$ cat src/rtl/matrix_seq_pkg.sv
// Shared types and constants for the sequential 2x2 matrix engine.
// The optional C-element saturation is selected by the MATRIX_SEQ_SAT_EN macro.
package matrix_seq_pkg;

  typedef enum logic [1:0] {
    IDLE = 2'd0,
    MUL  = 2'd1,
    DET  = 2'd2,
    DONE = 2'd3
  } state_t;

  localparam logic MODE_PRODUCT = 1'b0;
  localparam logic MODE_DET     = 1'b1;

  localparam int MUL_CYCLES = 8;
  localparam int DET_CYCLES = 2;

endpackage

$ cat src/rtl/matrix_2x2_seq_mul_acc.sv
// Shared signed WIDTHxWIDTH multiply-accumulate (module matrix_mul_acc).
// The sum output is the value the accumulator will take on an enabled edge.
module matrix_mul_acc
  import matrix_seq_pkg::*;
#(
  parameter int WIDTH = 7
) (
  input  logic                      clk,
  input  logic                      reset,
  input  logic                      clear,
  input  logic                      acc_en,
  input  logic signed [WIDTH-1:0]   a,
  input  logic signed [WIDTH-1:0]   b,
  output logic signed [2*WIDTH:0]   sum
);

  localparam int AW = 2 * WIDTH + 1;

  logic signed [AW-1:0] acc_reg;
  logic signed [AW-1:0] a_ext;
  logic signed [AW-1:0] b_ext;
  logic signed [AW-1:0] product;

  assign a_ext   = {{(AW-WIDTH){a[WIDTH-1]}}, a};
  assign b_ext   = {{(AW-WIDTH){b[WIDTH-1]}}, b};
  assign product = a_ext * b_ext;
  // clear restarts the running sum with the current product
  assign sum     = (clear ? '0 : acc_reg) + product;

  always_ff @(posedge clk) begin
    if (reset) begin
      acc_reg <= '0;
    end else if (acc_en) begin
      acc_reg <= sum;
    end
  end

endmodule

$ cat src/rtl/matrix_2x2_seq_engine.sv
// Sequential 2x2 matrix product / determinant engine with one shared multiplier.
// Define MATRIX_SEQ_SAT_EN to saturate C elements instead of wrapping them.
module matrix_2x2_seq_engine
  import matrix_seq_pkg::*;
#(
  parameter int WIDTH = 7
) (
  input  logic                 clk,
  input  logic                 reset,
  input  logic                 in_valid,
  output logic                 in_ready,
  input  logic                 mode,
  input  logic [4*WIDTH-1:0]   matA,
  input  logic [4*WIDTH-1:0]   matB,
  output logic                 out_valid,
  input  logic                 out_ready,
  output logic [8*WIDTH-1:0]   result
);

  localparam int CW = 2 * WIDTH;
  localparam int AW = 2 * WIDTH + 1;
  localparam int DW = 4 * WIDTH;

  state_t               state_reg;
  logic [2:0]           step_reg;
  logic                 mode_reg;
  logic [4*WIDTH-1:0]   a_reg;
  logic [4*WIDTH-1:0]   b_reg;
  logic signed [CW-1:0] c_reg [4];
  logic signed [DW-1:0] det_reg;
  logic                 out_valid_reg;
  logic [8*WIDTH-1:0]   result_reg;

  logic signed [WIDTH-1:0] a_el [4];
  logic signed [WIDTH-1:0] b_el [4];

  genvar gi;
  generate
    for (gi = 0; gi < 4; gi++) begin : g_unpack
      assign a_el[gi] = a_reg[(3-gi)*WIDTH +: WIDTH];
      assign b_el[gi] = b_reg[(3-gi)*WIDTH +: WIDTH];
    end
  endgenerate

  // step = {i, j, t}: C[i][j] += A[i][t] * B[t][j]
  logic signed [WIDTH-1:0] mul_a;
  logic signed [WIDTH-1:0] mul_b;
  logic signed [AW-1:0]    acc_sum;
  logic signed [CW-1:0]    c_red;

  assign mul_a = a_el[{step_reg[2], step_reg[0]}];
  assign mul_b = b_el[{step_reg[0], step_reg[1]}];

  matrix_mul_acc #(.WIDTH(WIDTH)) u_mac (
    .clk    (clk),
    .reset  (reset),
    .clear  (~step_reg[0]),
    .acc_en (state_reg == MUL),
    .a      (mul_a),
    .b      (mul_b),
    .sum    (acc_sum)
  );

`ifdef MATRIX_SEQ_SAT_EN
  always_comb begin
    c_red = acc_sum[CW-1:0];
    if (acc_sum[AW-1] != acc_sum[AW-2]) begin
      c_red = acc_sum[AW-1] ? {1'b1, {(CW-1){1'b0}}} : {1'b0, {(CW-1){1'b1}}};
    end
  end
`else
  logic unused_msb;
  assign unused_msb = acc_sum[AW-1];
  assign c_red      = acc_sum[CW-1:0];
`endif

  // Determinant terms use a separate 2W-wide multiplier, wrapping modulo 2^(4W)
  logic signed [CW-1:0] det_a;
  logic signed [CW-1:0] det_b;
  logic signed [DW-1:0] det_a_ext;
  logic signed [DW-1:0] det_b_ext;
  logic signed [DW-1:0] det_prod;
  logic signed [DW-1:0] det_final;

  assign det_a     = step_reg[0] ? c_reg[1] : c_reg[0];
  assign det_b     = step_reg[0] ? c_reg[2] : c_reg[3];
  assign det_a_ext = {{(DW-CW){det_a[CW-1]}}, det_a};
  assign det_b_ext = {{(DW-CW){det_b[CW-1]}}, det_b};
  assign det_prod  = det_a_ext * det_b_ext;
  assign det_final = det_reg - det_prod;

  always_ff @(posedge clk) begin
    if (reset) begin
      state_reg     <= IDLE;
      step_reg      <= '0;
      mode_reg      <= 1'b0;
      a_reg         <= '0;
      b_reg         <= '0;
      det_reg       <= '0;
      out_valid_reg <= 1'b0;
      result_reg    <= '0;
      for (int k = 0; k < 4; k++) c_reg[k] <= '0;
    end else begin
      case (state_reg)
        IDLE: begin
          if (in_valid) begin
            a_reg     <= matA;
            b_reg     <= matB;
            mode_reg  <= mode;
            step_reg  <= '0;
            state_reg <= MUL;
          end
        end
        MUL: begin
          if (step_reg[0]) c_reg[step_reg[2:1]] <= c_red;
          step_reg <= step_reg + 3'd1;
          if (step_reg == 3'(MUL_CYCLES - 1)) begin
            step_reg <= '0;
            if (mode_reg == MODE_DET) begin
              state_reg <= DET;
            end else begin
              result_reg    <= {c_reg[0], c_reg[1], c_reg[2], c_red};
              out_valid_reg <= 1'b1;
              state_reg     <= DONE;
            end
          end
        end
        DET: begin
          if (step_reg == 3'(DET_CYCLES - 1)) begin
            result_reg    <= {{DW{det_final[DW-1]}}, det_final};
            out_valid_reg <= 1'b1;
            step_reg      <= '0;
            state_reg     <= DONE;
          end else begin
            det_reg  <= det_prod;
            step_reg <= step_reg + 3'd1;
          end
        end
        DONE: begin
          if (out_ready) begin
            out_valid_reg <= 1'b0;
            state_reg     <= IDLE;
          end
        end
        default: state_reg <= IDLE;
      endcase
    end
  end

  assign in_ready  = (state_reg == IDLE);
  assign out_valid = out_valid_reg;
  assign result    = result_reg;

endmodule

$ cat config.mk
export PLATFORM = sky130hd
export DESIGN_NAME = matrix_2x2_seq_engine
export DESIGN_NICKNAME = d
export VERILOG_FILES = /design/src/rtl/matrix_seq_pkg.sv /design/src/rtl/matrix_2x2_seq_mul_acc.sv /design/src/rtl/matrix_2x2_seq_engine.sv
export SDC_FILE = /design/constraint.sdc
export NUM_CORES = 1
export LEC_CHECK = 0
export ABC_CLOCK_PERIOD_IN_PS = 28400
export CAP_MARGIN = 5
export CORE_AREA = 2 2 243 245
export CTS_BUF_LIST = sky130_fd_sc_hd__clkbuf_8
export DETAILED_ROUTE_END_ITERATION = 16
export DIE_AREA = 0 0 245 247
export PLACE_DENSITY = 0.55
export SLEW_MARGIN = 25
export SYNTH_ARGS = -nofsm -noshare
export SYNTH_HDL_FRONTEND = slang
export SYNTH_SLANG_ARGS = --single-unit
$ cat constraint.sdc
create_clock -name clk -period 28.4 [get_ports clk]
set_input_delay 5.68 -clock clk [delete_from_list [all_inputs] [get_ports clk]]
set_output_delay 5.68 -clock clk [all_outputs]
set_load 0.01 [all_outputs]
# == Word-level counts from Yosys, hierarchy flattened ==
# Memories as Yosys holds them, arrays and structs flattened.
# Cells that the tools add are included.
# classes
eq_ne,10
add_sub_neg,3
mux,37
magnitude_cmp,2
bitwise,3
multipliers,2
n_reduce_logical,11
# ops
cell,count
$mux W56,3
$pmux W56 S2,1
$mux W14,3
$bmux W7 S2,2
$mul A14 B14 Y28,1
$mux W7,4
$sub A28 B28 Y28,1
$add A15 B15 Y15,1
$mux W15,1
$mul A7 B7 Y14,1
$reduce_or A14 Y1,1
$mux W1,12
$mux W2,5
$ne A2 B2 Y1 const B,5
$mux W3,3
$pmux W3 S3,1
$pmux W2 S4,1
$reduce_and A4 Y1,2
$ge A3 B3 Y1 const B,2
$not A2 Y3,2
$reduce_and A2 Y1,3
$reduce_bool A3 Y1,2
$reduce_and A5 Y1,1
$eq A2 B2 Y1 const B,2
other kinds (8),8
# word_totals
inputBits,61
ramBits,56
wordCells,78
register_bits,162
out_inout_bits,58
mem_count,1
# mem_list
name,words,width,read_ports,rd_clocked_by_memory_dff,wr,line_no,source
c_reg,4,14,4,0,4,matrix_2x2_seq_engine.sv:29,logic signed [CW-1:0] c_reg [4];

# == Depth between registers and ports, before layout ==
# logic_depth
word_depth,9
mapped_depth,39
ltp_nobuf,33

# == Hierarchy ==
# From an unflattened synthesis, not the netlist that was laid out.
# unflattened
cells_unflattened,2299
area_unflattened_um2,20593.5
# by_module_without_submodules
mod,area_per_inst_um2,seq_area_each_um2,n_inst,cells_each
matrix_2x2_seq_engine,17301.6,4624.4,1,1911
matrix_mul_acc,3291.9,300.3,1,388

# == Least setup slack after synthesis ==
# No wires, ideal clock.
# synth_path
kind,flip-flop to flip-flop
startpoint,register step_reg[0]
endpoint,"register result_reg[46], in the netlist result[46]"
synth_period_minus_slack_ns,9.817
n_path_buf,6
t_required_ns,28.278
slack_ns,18.583
path_stages_with_launch,40
arrival_ns,9.695
setup_time_ns,0.122
cell_sequence,dfxtp_1 clkbuf_1 clkbuf_1 clkbuf_1 buf_1 mux2i_1 nor2_1 fa_1 inv_1 fa_1 inv_1 fa_1 inv_1 fa_1 inv_1 fa_1 inv_1 fa_1 [... 4 more ...] o41ai_1 a21o_1 a21oi_1 xor2_1 ha_1 a21oi_1 o21ai_1 a221o_1 a221oi_1 o21ai_1 maj3_2 maj3_2 o2111ai_1 nand4_1 mux2i_1 buf_4 buf_12 a21oi_2
# synth_between
elab_chain_cells,5
word_cells_on_any_way,11
classes_between,add/sub: 1; mul: 1; eq/ne: 4; mux: 4; reduce/logical: 1
# synth_lines
item,line_no,source
from (decl),matrix_2x2_seq_engine.sv:25,logic [2:0] step_reg;
from (signal assigned),matrix_2x2_seq_engine.sv:116,step_reg <= step_reg + 3'd1;
from (signal assigned),matrix_2x2_seq_engine.sv:136,step_reg <= step_reg + 3'd1;
$mux W14 (on tied branches),"matrix_2x2_seq_engine.sv:85, matrix_2x2_seq_engine.sv:86",
$mul A14 B14 Y28,matrix_2x2_seq_engine.sv:89,assign det_prod = det_a_ext * det_b_ext;
$sub A28 B28 Y28,matrix_2x2_seq_engine.sv:90,assign det_final = det_reg - det_prod;
$mux W56,matrix_2x2_seq_engine.sv:129,if (step_reg == 3'(DET_CYCLES - 1)) begin
$pmux W56 S2,matrix_2x2_seq_engine.sv:104,case (state_reg)
to (signal assigned),matrix_2x2_seq_engine.sv:122,"result_reg <= {c_reg[0], c_reg[1], c_reg[2], c_red};"
to (signal assigned),matrix_2x2_seq_engine.sv:130,"result_reg <= {{DW{det_final[DW-1]}}, det_final};"
to (decl),matrix_2x2_seq_engine.sv:32,logic [8*WIDTH-1:0] result_reg;
# Parallel ways exist; a longest one is shown, timed or not. The select of a mux whose other input is x is not followed.
# A chain may end at the register's enable or synchronous reset.

# == Final worst setup path ==
# layout_path
startpoint,register step_reg[0]
endpoint,"register result_reg[29], in the netlist result[29]"
# The elaborated chain is that of the path after synthesis.

==> summary.md <==
| Metric | Value |
|---|---|
| Status | `finished, final reports clean` |
| CTS Buf Count | `41` |
| Relative slew slack | `29.2%` |
| Post-synth top flop | `dfxtp_1` |
| Largest stage delay on the critical path | `930 ps` |
| CP Launch Type | `flop` |
| Final Cycle Share | `38.8%` |
| Top cell type by total area after synthesis | `fa_1` |
| Die area | `60500 µm²` |
| Crit path DAT | `11460 ps` |
| Vias in the first global route | `16900` |
| Synth top area share | `23.5%` |
| Post-synthesis sequential area ratio | `24.4%` |
| Vias | `15700` |
| Grt total ovfl | `0` |
| Final net count | `2794` |
| Tmin final | `11010 ps` |
| Final WL | `57300 µm` |
| Longest Clk Path Bufs | `3` |
| Routed vias/inst | `4.96` |
| Synth Cell Area | `20100 µm²` |
| CTS tree | `built` |
| Post-cts hold buffer count | `0` |
| Top layer reached by signal wires | `met4` |
| Slowest CP cell | `mux2i_4` |
| Final slew viol count | `0` |
| Setup TNS | `0 ps` |
| Largest net degree at the start of global routing | `83` |
| Initial drt markers | `816` |
| Final Skew | `28.0 ps` |
| Layout cells sized above 1 | `6.65%` |
| Yosys warnings | `0` |
| CORE AREA | `58200 µm²` |
| Worst Path Required | `28860 ps` |
| Commonest non-fill, non-tap cell in the layout | `inv_1` |
| Die width | `245 µm` |
| #FFs+latches synth | `217` |
| # DRC | `0` |
| Final setup fails | `0` |
| CP Max Fanout | `43` |
| Number of flops mapped to enable cells by yosys | `56` |
| Sink Count | `217` |
| Initial antenna violation count | `2` |
| Global-route wire length before repair | `93100 µm` |
| FFs w/ async S/R, synth | `0%` |
| Met2 Wirelength | `27800 µm` |
| HP Class | `flop to flop` |
| Worst-Skew Late Latency | `610 ps` |
| Area added between synthesis and finish | `13.9%` |
| Synth Instances | `2277` |
| FP Rows | `89` |
| Commonest non-fill, non-tap cells in the layout | `316 x inv_1, 290 x nand2_1, 267 x nor2_1` |
| Mapped Avg Cell Area | `8.85 µm²` |
| RD Place Congestion | `0.939` |
| Synth area leaders | `fa_1 23%, dfxtp_1 16%, ha_1 8.4%` |
| Fill count | `5921` |
| CP Class | `flop to flop` |
| Detailed Place HPWL | `45500 µm` |
| CP most frequent cell | `fa_1` |
| Post-cts sizing count | `0` |
| Metal-1 WL | `24700 µm` |
| Cell variety after synth | `73` |
| Die height | `247 µm` |
| Number of max-cap violations | `0` |
| Initial Util | `34.6%` |
| Global Route Usage Sum | `19.6%` |
| Syn_nets | `2710` |
| Clock root buffer | `clkbuf_8` |
| Detail Route met3 WL | `3100 µm` |
| Placement Setup Slack | `17130 ps` |
| Avg WL per Cell | `18.1 µm` |
| Clk pin slew, worst setup/hold paths | `70 ps` |
| RSZ-0062 raised after global routing | `no` |
| Slew at the pin closest to its max-slew limit | `1030 ps` |
| Post-CTS Setup Bufs | `0` |
| Ports | `119` |
| Number of H-tree levels | `2` |
| Total iterations of the first detailed-routing run | `5` |
| Worst Setup End Kind | `flop` |
| DRT antenna net count | `0` |
| Final hold viol count | `0` |
| Port Buf Inserts | `118` |
| Worst Slack Setup Final | `17390 ps` |
| Fmax | `90.8 MHz` |
-- cell usage after synthesis, types with 17 or more instances --
master	number
edfxtp_1	56
mux2_2	21
dfxtp_1	161
ha_1	136
nor3_1	18
nand2b_1	17
clkbuf_1	74
nand2_1	290
a21o_1	22
and2_1	45
inv_1	307
mux2i_1	34
o21ai_0	71
nor2_1	267
a21oi_1	188
fa_1	236
xor2_1	26
or3_1	40
a211oi_1	22
xnor2_1	57
-- cell type report --
class                      count  area (µm²)  share of cell area, %
antenna                        1        2.50                 0.0109
multi-input combinational   1660       13800                   60.0
timing repair buffer         134        1300                   5.66
tap                          773         967                   4.22
clock buffer                  50         688                   3.00
inverter                     307        1150                   5.02
sequential                   217        4910                   21.4
clock inverter                22         151                  0.660
-- worst paths after layout --
path	startpoint	endpoint	slack (ps)	depth (start not counted)
max	step_reg[0]	result[29]	17390	32
min	a_el[20]	a_el[20]	450	2
max reg2reg	step_reg[0]	result[29]	17390	32
min reg2reg	a_el[20]	a_el[20]	450	2
-- layer usage --
| layer | vias to the layer above | track usage, % |
|---|---|---|
| li1 | 7585 | - |
| met4 | 0 | 6.60 |
| met2 | 367 | 34.2 |
| met5 | - | 0 |
| met3 | 73 | 3.76 |
| met1 | 7680 | 24.4 |
-- stage by stage --
stage	hold slack, ps	std cells	util (%)	cell area (µm²)
after floorplan	433	2277	-	20100
after global placement	441	3091	37.9	22100
after detailed placement	444	3091	37.9	22100
after CTS	452	3163	39.4	22900
after global routing	473	3164	39.4	22900
final	452	3164	39.4	22900
-- cells by family (layout without fill, tap and decap cells) --
| family | count (synthesis) | in the layout | share of synthesized area, % |
|---|---|---|---|
| simple gates | 730 | 730 | 15.7 |
| compound gates | 401 | 401 | 12.0 |
| buf+inv | 400 | 513 | 7.61 |
| fa+ha+maj | 375 | 375 | 32.1 |
| flops | 217 | 217 | 24.4 |
| xor+xnor | 85 | 85 | 3.83 |
| mux | 69 | 69 | 4.43 |
| other cells | 0 | 1 | 0 |
-- critical path: cells and delay by family (launching register included) --
kind	cells	cell delay (ps)
fa+ha+maj	10	4370
mux	2	1700
buf+inv	5	820
compound gates	9	1990
simple gates	5	980
flops	1	690
xor+xnor	1	260
Power is not shown: default switching activity piles up to over one toggle a cycle in this logic, so the estimate is an artifact.
